[config.mk]
export PLATFORM = sky130hd
export DESIGN_NAME = pipe_hazard_ctrl_flat
export DESIGN_NICKNAME = d
export VERILOG_FILES = /design/src/rtl/pipe_pkg.sv /design/src/rtl/pipe_hazard_ctrl_if.sv /design/src/rtl/branch_cond_unit.sv /design/src/rtl/pipe_hazard_ctrl.sv /design/src/flat_wrapper.sv
export SDC_FILE = /design/constraint.sdc
export NUM_CORES = 1
export LEC_CHECK = 0
export ABC_AREA = 1
export BUFFER_PORTS_ARGS = -buffer_cell sky130_fd_sc_hd__buf_4
export CORE_UTILIZATION = 52
export CTS_CLUSTER_SIZE = 20
export DETAILED_ROUTE_END_ITERATION = 12
export GPL_TIMING_DRIVEN = 1
export PLACE_DENSITY_LB_ADDON = 0.12
export SYNTH_ARGS = -nofsm -noshare
export SYNTH_HDL_FRONTEND = slang
export SYNTH_SLANG_ARGS = --single-unit
[constraint.sdc]
create_clock -name clk -period 2.9 [get_ports clk]
set_input_delay 0 -clock clk [delete_from_list [all_inputs] [get_ports clk]]
set_output_delay 0 -clock clk [all_outputs]
set_load 0.01 [all_outputs]
[src/rtl/pipe_pkg.sv]
// Shared definitions for the pipeline hazard controller: branch funct3 codes,
// controller FSM states and a small source-operand match helper.
package pipe_pkg;

    localparam logic [2:0] F3_BEQ  = 3'b000;
    localparam logic [2:0] F3_BNE  = 3'b001;
    localparam logic [2:0] F3_BLT  = 3'b100;
    localparam logic [2:0] F3_BGE  = 3'b101;
    localparam logic [2:0] F3_BLTU = 3'b110;
    localparam logic [2:0] F3_BGEU = 3'b111;

    typedef enum logic {
        ST_RUN      = 1'b0,
        ST_WAIT_MEM = 1'b1
    } hz_state_e;

    function automatic logic src_hit(input logic used, input logic [4:0] rs, input logic [4:0] rd);
        return used & (rs == rd);
    endfunction

endpackage

[src/rtl/pipe_hazard_ctrl_if.sv]
// Bundle between the pipeline datapath / data memory (master) and the hazard
// controller (slave): stage flags in, stall/flush/redirect and counters out.
interface pipe_hazard_ctrl_if #(
    parameter int CNT_W = 32
);
    logic              memread_EX;
    logic [4:0]        rd_EX;
    logic [4:0]        rs1_ID;
    logic [4:0]        rs2_ID;
    logic              rs1_used_ID;
    logic              rs2_used_ID;
    logic              memread_MEM;
    logic              memwrite_MEM;
    logic              j_MEM;
    logic              br_MEM;
    logic              EQ_MEM;
    logic              LT_MEM;
    logic              LTU_MEM;
    logic [2:0]        funct3_MEM;
    logic [31:0]       BTA_MEM;
    logic              dmem_ready;

    logic              dmem_req;
    logic              stall_PC;
    logic              stall_IF_ID;
    logic              stall_ID_EX;
    logic              stall_EX_MEM;
    logic              flush_IF_ID;
    logic              flush_ID_EX;
    logic              flush_EX_MEM;
    logic              flush_MEM_WB;
    logic              pc_redirect;
    logic [31:0]       redirect_target;
    logic              mem_err;
    logic [CNT_W-1:0]  stall_cnt;
    logic [CNT_W-1:0]  flush_cnt;

    modport master (
        output memread_EX, rd_EX, rs1_ID, rs2_ID, rs1_used_ID, rs2_used_ID,
               memread_MEM, memwrite_MEM, j_MEM, br_MEM, EQ_MEM, LT_MEM, LTU_MEM,
               funct3_MEM, BTA_MEM, dmem_ready,
        input  dmem_req, stall_PC, stall_IF_ID, stall_ID_EX, stall_EX_MEM,
               flush_IF_ID, flush_ID_EX, flush_EX_MEM, flush_MEM_WB,
               pc_redirect, redirect_target, mem_err, stall_cnt, flush_cnt
    );

    modport slave (
        input  memread_EX, rd_EX, rs1_ID, rs2_ID, rs1_used_ID, rs2_used_ID,
               memread_MEM, memwrite_MEM, j_MEM, br_MEM, EQ_MEM, LT_MEM, LTU_MEM,
               funct3_MEM, BTA_MEM, dmem_ready,
        output dmem_req, stall_PC, stall_IF_ID, stall_ID_EX, stall_EX_MEM,
               flush_IF_ID, flush_ID_EX, flush_EX_MEM, flush_MEM_WB,
               pc_redirect, redirect_target, mem_err, stall_cnt, flush_cnt
    );

endinterface

[src/rtl/branch_cond_unit.sv]
// Evaluates the RV32I conditional-branch predicate from comparator flags.
// Purely combinational; unused funct3 encodings evaluate as not taken.
module branch_cond_unit
    import pipe_pkg::*;
(
    input  logic [2:0] i_funct3,
    input  logic       i_eq,
    input  logic       i_lt,
    input  logic       i_ltu,
    output logic       o_cond
);

    always_comb begin
        o_cond = 1'b0;
        case (i_funct3)
            F3_BEQ:  o_cond = i_eq;
            F3_BNE:  o_cond = ~i_eq;
            F3_BLT:  o_cond = i_lt;
            F3_BGE:  o_cond = ~i_lt;
            F3_BLTU: o_cond = i_ltu;
            F3_BGEU: o_cond = ~i_ltu;
            default: o_cond = 1'b0;
        endcase
    end

endmodule

[src/rtl/pipe_hazard_ctrl.sv]
// Stall/flush controller for the 5-stage RV32I pipe: MEM-stage branch redirect,
// load-use bubbles, and a data-memory wait FSM with timeout and perf counters.
module pipe_hazard_ctrl
    import pipe_pkg::*;
#(
    parameter int WAIT_MAX = 255,
    parameter int CNT_W    = 32
) (
    input  logic              clk,
    input  logic              reset,
    pipe_hazard_ctrl_if.slave hz
);

    localparam int WAIT_W = (WAIT_MAX < 2) ? 1 : $clog2(WAIT_MAX + 1);

    hz_state_e          r_state;
    hz_state_e          w_state_nxt;
    logic [WAIT_W-1:0]  r_wait_cnt;
    logic               r_mem_err;
    logic [CNT_W-1:0]   r_stall_cnt;
    logic [CNT_W-1:0]   r_flush_cnt;

    logic               w_mem_op;
    logic               w_timeout;
    logic               w_freeze;
    logic               w_req;
    logic               w_cond;
    logic               w_taken;
    logic               w_lu;
    logic               w_stall_inc;
    logic               w_flush_inc;

    assign w_mem_op  = hz.memread_MEM | hz.memwrite_MEM;
    assign w_timeout = (r_wait_cnt == WAIT_W'(WAIT_MAX));

    branch_cond_unit u_branch_cond (
        .i_funct3 (hz.funct3_MEM),
        .i_eq     (hz.EQ_MEM),
        .i_lt     (hz.LT_MEM),
        .i_ltu    (hz.LTU_MEM),
        .o_cond   (w_cond)
    );

    assign w_taken = hz.j_MEM | (hz.br_MEM & w_cond);
    assign w_lu    = hz.memread_EX & (hz.rd_EX != 5'd0) &
                     (src_hit(hz.rs1_used_ID, hz.rs1_ID, hz.rd_EX) |
                      src_hit(hz.rs2_used_ID, hz.rs2_ID, hz.rd_EX));

    always_ff @(posedge clk or posedge reset) begin
        if (reset) begin
            r_state <= ST_RUN;
        end else begin
            r_state <= w_state_nxt;
        end
    end

    always_comb begin
        w_state_nxt = r_state;
        w_freeze    = 1'b0;
        w_req       = 1'b0;
        case (r_state)
            ST_RUN: begin
                w_req = w_mem_op;
                if (w_mem_op && !hz.dmem_ready) begin
                    w_freeze    = 1'b1;
                    w_state_nxt = ST_WAIT_MEM;
                end
            end
            ST_WAIT_MEM: begin
                w_req = 1'b1;
                if (hz.dmem_ready || w_timeout) begin
                    w_state_nxt = ST_RUN;
                end else begin
                    w_freeze = 1'b1;
                end
            end
            default: w_state_nxt = ST_RUN;
        endcase
    end

    // A completion arriving on the timeout cycle counts as a real completion, not an error.
    always_ff @(posedge clk or posedge reset) begin
        if (reset) begin
            r_wait_cnt <= '0;
            r_mem_err  <= 1'b0;
        end else begin
            if (r_state == ST_RUN && w_state_nxt == ST_WAIT_MEM) begin
                r_wait_cnt <= WAIT_W'(1);
            end else if (r_state == ST_WAIT_MEM && w_state_nxt == ST_WAIT_MEM) begin
                r_wait_cnt <= r_wait_cnt + WAIT_W'(1);
            end else begin
                r_wait_cnt <= '0;
            end
            if (r_state == ST_WAIT_MEM && w_timeout && !hz.dmem_ready) begin
                r_mem_err <= 1'b1;
            end
        end
    end

    always_comb begin
        hz.dmem_req        = 1'b0;
        hz.stall_PC        = 1'b0;
        hz.stall_IF_ID     = 1'b0;
        hz.stall_ID_EX     = 1'b0;
        hz.stall_EX_MEM    = 1'b0;
        hz.flush_IF_ID     = 1'b0;
        hz.flush_ID_EX     = 1'b0;
        hz.flush_EX_MEM    = 1'b0;
        hz.flush_MEM_WB    = 1'b0;
        hz.pc_redirect     = 1'b0;
        hz.redirect_target = 32'd0;
        if (!reset) begin
            hz.dmem_req = w_req;
            if (w_freeze) begin
                hz.stall_PC     = 1'b1;
                hz.stall_IF_ID  = 1'b1;
                hz.stall_ID_EX  = 1'b1;
                hz.stall_EX_MEM = 1'b1;
                hz.flush_MEM_WB = 1'b1;
            end else if (w_taken) begin
                hz.pc_redirect     = 1'b1;
                hz.redirect_target = hz.BTA_MEM;
                hz.flush_IF_ID     = 1'b1;
                hz.flush_ID_EX     = 1'b1;
                hz.flush_EX_MEM    = 1'b1;
            end else if (w_lu) begin
                hz.stall_PC    = 1'b1;
                hz.stall_IF_ID = 1'b1;
                hz.flush_ID_EX = 1'b1;
            end
        end
    end

    assign w_stall_inc = w_freeze | (w_lu & ~w_taken);
    assign w_flush_inc = w_taken & ~w_freeze;

    always_ff @(posedge clk or posedge reset) begin
        if (reset) begin
            r_stall_cnt <= '0;
            r_flush_cnt <= '0;
        end else begin
            if (w_stall_inc && (r_stall_cnt != '1)) begin
                r_stall_cnt <= r_stall_cnt + CNT_W'(1);
            end
            if (w_flush_inc && (r_flush_cnt != '1)) begin
                r_flush_cnt <= r_flush_cnt + CNT_W'(1);
            end
        end
    end

    assign hz.mem_err   = r_mem_err;
    assign hz.stall_cnt = r_stall_cnt;
    assign hz.flush_cnt = r_flush_cnt;

endmodule

[src/flat_wrapper.sv]
// flat-port wrapper written by rule: the top's interface ports become plain ports
module pipe_hazard_ctrl_flat import pipe_pkg::*;
#(
    parameter int WAIT_MAX = 255,
    parameter int CNT_W    = 32
)
  (clk, reset, hz_memread_EX, hz_rd_EX, hz_rs1_ID, hz_rs2_ID, hz_rs1_used_ID, hz_rs2_used_ID, hz_memread_MEM, hz_memwrite_MEM, hz_j_MEM, hz_br_MEM, hz_EQ_MEM, hz_LT_MEM, hz_LTU_MEM, hz_funct3_MEM, hz_BTA_MEM, hz_dmem_ready, hz_dmem_req, hz_stall_PC, hz_stall_IF_ID, hz_stall_ID_EX, hz_stall_EX_MEM, hz_flush_IF_ID, hz_flush_ID_EX, hz_flush_EX_MEM, hz_flush_MEM_WB, hz_pc_redirect, hz_redirect_target, hz_mem_err, hz_stall_cnt, hz_flush_cnt);
  pipe_hazard_ctrl_if #(.CNT_W(CNT_W)) hz_i ();
  input  logic clk;
  input  logic reset;
  input wire logic [$bits(hz_i.memread_EX)-1:0] hz_memread_EX;
  input wire logic [$bits(hz_i.rd_EX)-1:0] hz_rd_EX;
  input wire logic [$bits(hz_i.rs1_ID)-1:0] hz_rs1_ID;
  input wire logic [$bits(hz_i.rs2_ID)-1:0] hz_rs2_ID;
  input wire logic [$bits(hz_i.rs1_used_ID)-1:0] hz_rs1_used_ID;
  input wire logic [$bits(hz_i.rs2_used_ID)-1:0] hz_rs2_used_ID;
  input wire logic [$bits(hz_i.memread_MEM)-1:0] hz_memread_MEM;
  input wire logic [$bits(hz_i.memwrite_MEM)-1:0] hz_memwrite_MEM;
  input wire logic [$bits(hz_i.j_MEM)-1:0] hz_j_MEM;
  input wire logic [$bits(hz_i.br_MEM)-1:0] hz_br_MEM;
  input wire logic [$bits(hz_i.EQ_MEM)-1:0] hz_EQ_MEM;
  input wire logic [$bits(hz_i.LT_MEM)-1:0] hz_LT_MEM;
  input wire logic [$bits(hz_i.LTU_MEM)-1:0] hz_LTU_MEM;
  input wire logic [$bits(hz_i.funct3_MEM)-1:0] hz_funct3_MEM;
  input wire logic [$bits(hz_i.BTA_MEM)-1:0] hz_BTA_MEM;
  input wire logic [$bits(hz_i.dmem_ready)-1:0] hz_dmem_ready;
  output wire logic [$bits(hz_i.dmem_req)-1:0] hz_dmem_req;
  output wire logic [$bits(hz_i.stall_PC)-1:0] hz_stall_PC;
  output wire logic [$bits(hz_i.stall_IF_ID)-1:0] hz_stall_IF_ID;
  output wire logic [$bits(hz_i.stall_ID_EX)-1:0] hz_stall_ID_EX;
  output wire logic [$bits(hz_i.stall_EX_MEM)-1:0] hz_stall_EX_MEM;
  output wire logic [$bits(hz_i.flush_IF_ID)-1:0] hz_flush_IF_ID;
  output wire logic [$bits(hz_i.flush_ID_EX)-1:0] hz_flush_ID_EX;
  output wire logic [$bits(hz_i.flush_EX_MEM)-1:0] hz_flush_EX_MEM;
  output wire logic [$bits(hz_i.flush_MEM_WB)-1:0] hz_flush_MEM_WB;
  output wire logic [$bits(hz_i.pc_redirect)-1:0] hz_pc_redirect;
  output wire logic [$bits(hz_i.redirect_target)-1:0] hz_redirect_target;
  output wire logic [$bits(hz_i.mem_err)-1:0] hz_mem_err;
  output wire logic [$bits(hz_i.stall_cnt)-1:0] hz_stall_cnt;
  output wire logic [$bits(hz_i.flush_cnt)-1:0] hz_flush_cnt;
  assign hz_i.memread_EX = hz_memread_EX;
  assign hz_i.rd_EX = hz_rd_EX;
  assign hz_i.rs1_ID = hz_rs1_ID;
  assign hz_i.rs2_ID = hz_rs2_ID;
  assign hz_i.rs1_used_ID = hz_rs1_used_ID;
  assign hz_i.rs2_used_ID = hz_rs2_used_ID;
  assign hz_i.memread_MEM = hz_memread_MEM;
  assign hz_i.memwrite_MEM = hz_memwrite_MEM;
  assign hz_i.j_MEM = hz_j_MEM;
  assign hz_i.br_MEM = hz_br_MEM;
  assign hz_i.EQ_MEM = hz_EQ_MEM;
  assign hz_i.LT_MEM = hz_LT_MEM;
  assign hz_i.LTU_MEM = hz_LTU_MEM;
  assign hz_i.funct3_MEM = hz_funct3_MEM;
  assign hz_i.BTA_MEM = hz_BTA_MEM;
  assign hz_i.dmem_ready = hz_dmem_ready;
  assign hz_dmem_req = hz_i.dmem_req;
  assign hz_stall_PC = hz_i.stall_PC;
  assign hz_stall_IF_ID = hz_i.stall_IF_ID;
  assign hz_stall_ID_EX = hz_i.stall_ID_EX;
  assign hz_stall_EX_MEM = hz_i.stall_EX_MEM;
  assign hz_flush_IF_ID = hz_i.flush_IF_ID;
  assign hz_flush_ID_EX = hz_i.flush_ID_EX;
  assign hz_flush_EX_MEM = hz_i.flush_EX_MEM;
  assign hz_flush_MEM_WB = hz_i.flush_MEM_WB;
  assign hz_pc_redirect = hz_i.pc_redirect;
  assign hz_redirect_target = hz_i.redirect_target;
  assign hz_mem_err = hz_i.mem_err;
  assign hz_stall_cnt = hz_i.stall_cnt;
  assign hz_flush_cnt = hz_i.flush_cnt;
  pipe_hazard_ctrl #(.WAIT_MAX(WAIT_MAX), .CNT_W(CNT_W)) u_core (.clk(clk), .reset(reset), .hz(hz_i));
endmodule
==> impl_metrics.py, run 1 <==
metrics = {
    "run_status": {
        "status": "finished, violations left",
        "violations": "negative hold slack",
    },
    "yosys": {
        "yosys.area.top_type": "dfrtp_1",
        "synthesis.instances": 836,
        "synth_common_cells": "nand2_1 (321), nor2_1 (134), inv_1 (92)",
        "ys_warn_count": 0,
        "ys_seq_area_share_pct": 34.4,
        "syn_avg_cell_area_um2": 6.44,
        "synthArstFlopShare_pct": 100,
        "ys_ff_latch": 74,
        "syn_area_um2": 5390,
        "synth_top_area_share_pct": 34.4,
        "ys.flop_type": "dfrtp_1",
        "synth-edff-count": 0,
        "ys_top_cells_by_area": "dfrtp_1 (34%), nand2_1 (22%), nor2_1 (9.3%), inv_1 (6.4%), nand4_1 (4.4%)",
        "yosysMostFrequentCell": "nand2_1",
        "syn_nets": 902,
        "ys_types": 35,
    },
    "place": {
        "dp_hpwl_mm": 11.2,
        "place_congestion": 0.932,
        "portBuffers": 169,
    },
    "sta": {
        "hold_viol": 68,
        "timing.final.crit_share_pct": 86.9,
        "worst_pin_slew_ps": 926,
        "holdWs_ps": -39.7,
        "drv_slew": 0,
        "fmax_mhz": 397,
        "skew_ps": 9.79,
        "rsz0062_at_grt": "no",
        "slew_headroom_pct": 38.2,
        "setup_viol": 0,
        "fin_tns_setup_ps": 0,
        "fin_crit_ps": 2520,
    },
    "critical_path": {
        "cp-start-kind": "flop",
        "cp-end-kind": "primary output",
        "r2r-start": "u_core.r_wait_cnt[0]$_DFF_PP0_",
        "rrSetupSlack_ps": 530,
        "cp_max_fo": 32,
        "worstReg2RegEnd": "u_core.hz.stall_cnt[23]$_DFFE_PP0P_",
        "criticalPathCategory": "flop to primary output",
        "crit_path_start": "u_core.r_wait_cnt[0]$_DFF_PP0_",
        "crit_arrival_ps": 2520,
        "cp.required_ps": 2900,
        "endpoint": "hz_redirect_target[3]",
        "r2r_cells": 9,
    },
    "floorplanning": {
        "start_util_pct": 54.4,
        "placementRows": 36,
        "io_pins": 170,
        "die_width_um": 104,
        "core-area_um2": 9910,
        "dieArea_um2": 10800,
        "die_h_um": 104,
    },
    "min_path": {
        "hp-class": "input pin to async pin",
    },
    "layout": {
        "final_nets": 1062,
        "syn_to_final_growth_pct": 27.6,
        "drive_above_1_share_pct": 21.2,
        "diodes": 0,
    },
    "clocking": {
        "hold_buffers": 1,
        "cts_tree": "built",
        "cts.htree.levels": 3,
        "cts_sinks": 74,
        "cts_setup_buffers": 0,
        "clk_latency_ps": 360,
        "cts_inserted_buffers": 9,
        "cts_resized": 0,
        "cts.reportedPaths.clkPinSlew_ps": 90,
        "cts_root_buf": "clkbuf_8",
        "clock_path_buffers": 2,
    },
    "power_and_ir_drop": {
        "p_switching_w": 0.000843,
        "p_int_w": 0.00170,
        "switching_share_pct": 33.1,
        "p_per_area_nw_per_um2": 370,
        "vdd_drop_max_v": 0.000299,
        "seqPwrFrac_pct": 47.0,
        "power_leakage_nw": 3.56,
        "pwr-share-clk_pct": 30.6,
        "pwr-share-comb_pct": 22.5,
        "power.total_w": 0.00255,
    },
    "global_routing": {
        "grt_usage_pct": 28.4,
        "antenna_found_initial": 0,
        "grt_pass1_vias": 5341,
        "grt_pass1_wl_mm": 25.0,
        "grt_overflow_total": 0,
        "grt_max_degree": 75,
    },
    "detailed_routing": {
        "via_per_inst": 5.08,
        "vias": 5765,
        "drt_iter0_drc": 243,
        "drcViolationCount": 0,
        "drt_wl_total_mm": 14.8,
        "wl_per_cell_um": 13.1,
        "first_pass_iters": 7,
        "drtAntennaViolNets": 0,
    },
    "job": {
        "maxCapViolations": 0,
    },
}
[worst min-delay path by stage]
stage,end,cells past startpoint,from
CTS,u_core.r_wait_cnt[1]$_DFF_PP0_,3,reset
finish,u_core.r_state$_DFF_PP0_,3,reset
detailed placement,u_core.hz.mem_err$_DFFE_PP0P_,2,hz_dmem_ready
floorplan,hz_dmem_req,1,reset
global placement,u_core.hz.mem_err$_DFFE_PP0P_,2,hz_dmem_ready
global route,u_core.r_state$_DFF_PP0_,3,reset
[area by class of cell]
class,count,area (um2)
Clock buffer,10,138
Clock inverter,6,48.8
Fill cell,931,3030
Inverter,96,360
Multi-Input combinational cell,641,3000
Sequential cell,74,1850
Tap cell,133,166
Timing Repair Buffer,174,1310
[placed cells by master (no fill, tap or decap), types with 2 or more instances in the layout]
master,netlist,final
nand4_1,38,38
nand2_2,3,3
ha_1,3,3
o21ai_1,21,21
and3_1,3,3
nor2_1,134,134
a21oi_1,3,3
buf_4,7,173
dfrtp_1,74,74
nand3b_1,18,18
xnor2_1,14,14
inv_1,92,91
nand3_1,21,21
nor3_1,11,11
clkbuf_8,0,10
inv_2,3,4
nor2_2,6,6
inv_6,0,2
clkinvlp_4,0,3
nor2_4,2,2
o21ai_0,3,3
nand3_2,4,4
xor2_1,27,27
nand2_1,321,321
[power groups by stage]
stage	combinational (W)	sequential [W]	clock, W
6_report	0.000572	0.00120	0.000779
5_1_grt	0.000638	0.00121	0.000834
4_1_cts	0.000577	0.00120	0.000789
3_5_place_dp	0.000572	0.00121	0
3_3_place_gp	0.000566	0.00121	0
2_1_floorplan	0.000311	0.00122	0
[per-layer routing]
layer	global-route usage, %	vias up	wire length, um
met4	11.9	0	403
met2	50.5	197	7550
li1	-	2922	-
met1	33.9	2601	6120
met5	0	-	0
met3	4.59	45	748
[critical path, cell delays in order (launching register included)]
cell and delay, ps:
dfrtp_1 370, ha_1 200, nand4_1 110, nor2_1 180
nand2_1 130, nand3_2 180, nand2_1 110, nor2_2 220
inv_2 240, nor2_1 240, buf_4 160
[flip-flops by register name, summed over array words and instances, names as in the netlist]
name                 flops
u_core.hz.flush_cnt     32
u_core.r_state           1
u_core.r_wait_cnt        8
u_core.hz.mem_err        1
u_core.hz.stall_cnt     32
[through the flow]
step | utilization [%] | instance area, um2 | setup WS [ps] | instances
floorplan | - | 5390 | 404 | 836
global placement | 67.4 | 6680 | 641 | 1117
detailed placement | 67.4 | 6680 | 545 | 1117
CTS | 69.4 | 6880 | 365 | 1134
global route | 69.4 | 6880 | 200 | 1134
finish | 69.4 | 6880 | 379 | 1134
[kinds of logic after synthesis]
family	share of synthesized area, %
AO/OA/AOI/OAI	2.93
XOR/XNOR	6.67
adder cells (fa/ha/maj)	0.697
buffers and inverters	9.92
flip-flops	34.4
AND/OR/NAND/NOR	45.4
Note: power is estimated with default switching activity, not from simulation.
==> run 2, diff against run 1 <==
- ABC_AREA: 1 -> 0
- CORE_UTILIZATION: 52 -> 49
==> run 2 against run 1 <==
- combinational power increased by 19%
- highest routed layer unchanged
- non-clock buffer count increased by 3
- the flow now finishes without violations
- register-to-register slack improved by 110 ps
- critical path type unchanged
- die area decreased by 18%
- first-iteration DRC count decreased by 42%
==> impl_metrics.py, run 2 <==
metrics = {
    "yosys": {
        "synth_mux_area_share_pct": 2.36,
        "synth-edff-count": 0,
        "ys_seq_area_share_pct": 44.8,
        "syn_nets": 478,
        "yosysMostFrequentCell": "dfrtp_1",
        "ys_warn_count": 0,
        "synth-simple-area-share_pct": 29.9,
        "synthArstFlopShare_pct": 100,
        "ys.flop_type": "dfrtp_1",
        "synthesis.instances": 412,
        "synth_common_cells": "dfrtp_1 (74), xnor2_1 (38), nand3_1 (36)",
        "synth_xor_area_share_pct": 15.5,
        "ys_ff_latch": 74,
        "ys_top_cells_by_area": "dfrtp_1 (45%), xnor2_1 (8.0%), xor2_1 (7.4%), and2_1 (5.3%), nand3_1 (4.4%)",
        "ys_types": 48,
        "synth_top_area_share_pct": 44.8,
        "synthAdderAreaFrac_pct": 0.907,
        "yosys.area.top_type": "dfrtp_1",
        "synth_top_family_by_area": "simple AND/OR/NAND/NOR gates",
        "syn_area_um2": 4140,
        "synth_compound_area_share_pct": 3.18,
        "syn_avg_cell_area_um2": 10.0,
    },
    "sta": {
        "fmax_mhz": 410,
        "drv_slew": 0,
        "rsz0062_at_grt": "no",
        "hold_viol": 0,
        "fin_crit_ps": 2440,
        "worst_pin_slew_ps": 760,
        "skew_ps": 7.14,
        "timing.final.crit_share_pct": 84.2,
        "fin_tns_setup_ps": 0,
        "setup_viol": 0,
        "slew_headroom_pct": 49.2,
    },
    "detailed_routing": {
        "wl_per_cell_um": 14.8,
        "drtAntennaViolNets": 0,
        "vias": 3562,
        "drcViolationCount": 0,
        "first_pass_iters": 4,
        "drt_wl_total_mm": 10.2,
        "via_per_inst": 5.14,
        "drt_iter0_drc": 142,
    },
    "global_routing": {
        "antenna_found_initial": 0,
        "grt_overflow_total": 0,
        "grt_pass1_wl_mm": 16.3,
        "grt_max_degree": 40,
        "grt_usage_pct": 23.8,
        "grt_pass1_vias": 3341,
    },
    "clocking": {
        "cts.htree.levels": 3,
        "cts_inserted_buffers": 9,
        "cts_root_buf": "clkbuf_8",
        "cts_tree": "built",
        "clk_latency_ps": 350,
        "cts_sinks": 74,
        "clock_path_buffers": 2,
        "cts.reportedPaths.clkPinSlew_ps": 70,
        "cts_setup_buffers": 0,
    },
    "layout": {
        "postLayoutCellArea_um2": 5690,
        "drive_above_1_share_pct": 35.7,
        "syn_to_final_growth_pct": 37.5,
        "final_nets": 649,
        "fill_cells": 671,
        "diodes": 0,
        "fin_util_pct": 69.6,
        "final_cell_mix": "buf_4 (173), dfrtp_1 (74), xnor2_1 (38)",
        "mostFrequentLayoutCell": "buf_4",
    },
    "critical_path": {
        "cp.required_ps": 2900,
        "crit_arrival_ps": 2440,
        "worstReg2RegEnd": "u_core.hz.stall_cnt[29]$_DFFE_PP0P_",
        "cp-start-kind": "flop",
        "rrSetupSlack_ps": 640,
        "cp_max_fo": 35,
        "cp-end-kind": "primary output",
        "r2r_cells": 5,
        "criticalPathCategory": "flop to primary output",
        "crit_path_start": "u_core.r_wait_cnt[0]$_DFF_PP0_",
        "r2r-start": "u_core.hz.stall_cnt[6]$_DFFE_PP0P_",
    },
    "power_and_ir_drop": {
        "p_per_area_nw_per_um2": 476,
        "switching_share_pct": 31.9,
        "pwr-share-clk_pct": 26.5,
        "power_leakage_nw": 2.72,
        "p_int_w": 0.00184,
        "seqPwrFrac_pct": 48.4,
        "pwr-share-comb_pct": 25.2,
        "p_switching_w": 0.000864,
        "vdd_drop_max_v": 0.000266,
    },
    "place": {
        "portBuffers": 169,
        "dp_hpwl_mm": 7.73,
        "place_congestion": 0.886,
        "placedInstanceArea_um2": 5500,
    },
    "job": {
        "maxCapViolations": 0,
    },
    "min_path": {
        "hold_path_depth": 5,
        "holdPathEnd": "u_core.r_wait_cnt[0]$_DFF_PP0_",
        "hp-class": "input pin to flop",
        "min_from": "hz_memread_MEM",
    },
    "floorplanning": {
        "io_pins": 170,
        "die_h_um": 93.9,
        "start_util_pct": 50.6,
        "die_width_um": 93.9,
        "dieArea_um2": 8810,
        "placementRows": 33,
        "core-area_um2": 8180,
    },
    "run_status": {
        "status": "finished clean",
    },
}
[run 2: cell types whose count changed after synthesis, sizes merged, moves of 10 or more]
| cell | before | now |
|---|---|---|
| buf | 22 | 12 |
| and2 | 0 | 36 |
| nor4 | 1 | 13 |
| nor2 | 142 | 29 |
| xnor2 | 14 | 38 |
| nand4 | 39 | 22 |
| o21ai | 24 | 0 |
| nand2 | 324 | 26 |
| nand3 | 26 | 36 |
| inv | 95 | 9 |
| nand3b | 18 | 0 |
[run 2: layout make-up]
type	count	area, um2	share of cell area (%)
multi-input cells	312	2140	37.6
flip-flops and latches	74	1850	32.6
repair buffers	177	1360	23.9
clock buffers	11	141	2.49
well taps	105	131	2.31
inverters	9	33.8	0.594
clock inverters	5	30.0	0.528
[run 2: critical path, stage by stage (launching register included)]
cell	delay (ps)
dfrtp_1	410
ha_1	250
and4_1	200
o2bb2ai_1	450
nor2_1	140
buf_4	250
and2_1	230
buf_4	160
[run 2: routing by layer]
layer,up-vias,track usage [%],wire [um]
li1,1774,-,-
met1,1707,31.9,4630
met2,70,39.6,5170
met3,11,3.32,309
met4,0,7.69,128
met5,-,0,0
[run 2: power by group through the flow]
| stage | clock [W] | combinational, W | sequential (W) |
|---|---|---|---|
| after floorplan | 0 | 0.000292 | 0.00134 |
| after global placement | 0 | 0.000666 | 0.00132 |
| after detailed placement | 0 | 0.000680 | 0.00132 |
| after CTS | 0.000729 | 0.000688 | 0.00131 |
| after global routing | 0.000775 | 0.000738 | 0.00133 |
| final | 0.000716 | 0.000681 | 0.00131 |
[run 2: per-stage QoR]
stage                     total power (W)  cells  hold WS [ps]  setup slack [ps]
after floorplan                   0.00163    412          47.5               762
after global placement            0.00199    675           183               710
after detailed placement          0.00201    675           186               677
after CTS                         0.00273    693          2.84               455
after global routing              0.00284    693          22.8               339
final                             0.00271    693          10.8               459
[run 2: cells by family (layout without fill, tap and decap cells)]
| kind of cell | Yosys count | after routing |
|---|---|---|
| AO/OA/AOI/OAI | 14 | 14 |
| XOR/XNOR | 73 | 73 |
| adder cells (fa/ha/maj) | 3 | 3 |
| buffers and inverters | 26 | 202 |
| flip-flops | 74 | 74 |
| multiplexers | 9 | 9 |
| AND/OR/NAND/NOR | 213 | 213 |
[run 2: repair_timing]
item,in CTS,in global routing
endpoints found under the hold margin,38,0
gates resized for setup,0,0
hold buffers,2,0
[run 2: how the worst max path moves through the flow]
stage,endpoint,cells after the start
finish,hz_redirect_target[19],7
global route,hz_redirect_target[19],7
CTS,hz_redirect_target[19],7
detailed placement,u_core.hz.stall_cnt[13]$_DFFE_PP0P_,7
global placement,u_core.hz.stall_cnt[28]$_DFFE_PP0P_,6
floorplan,u_core.hz.stall_cnt[14]$_DFFE_PP0P_,8
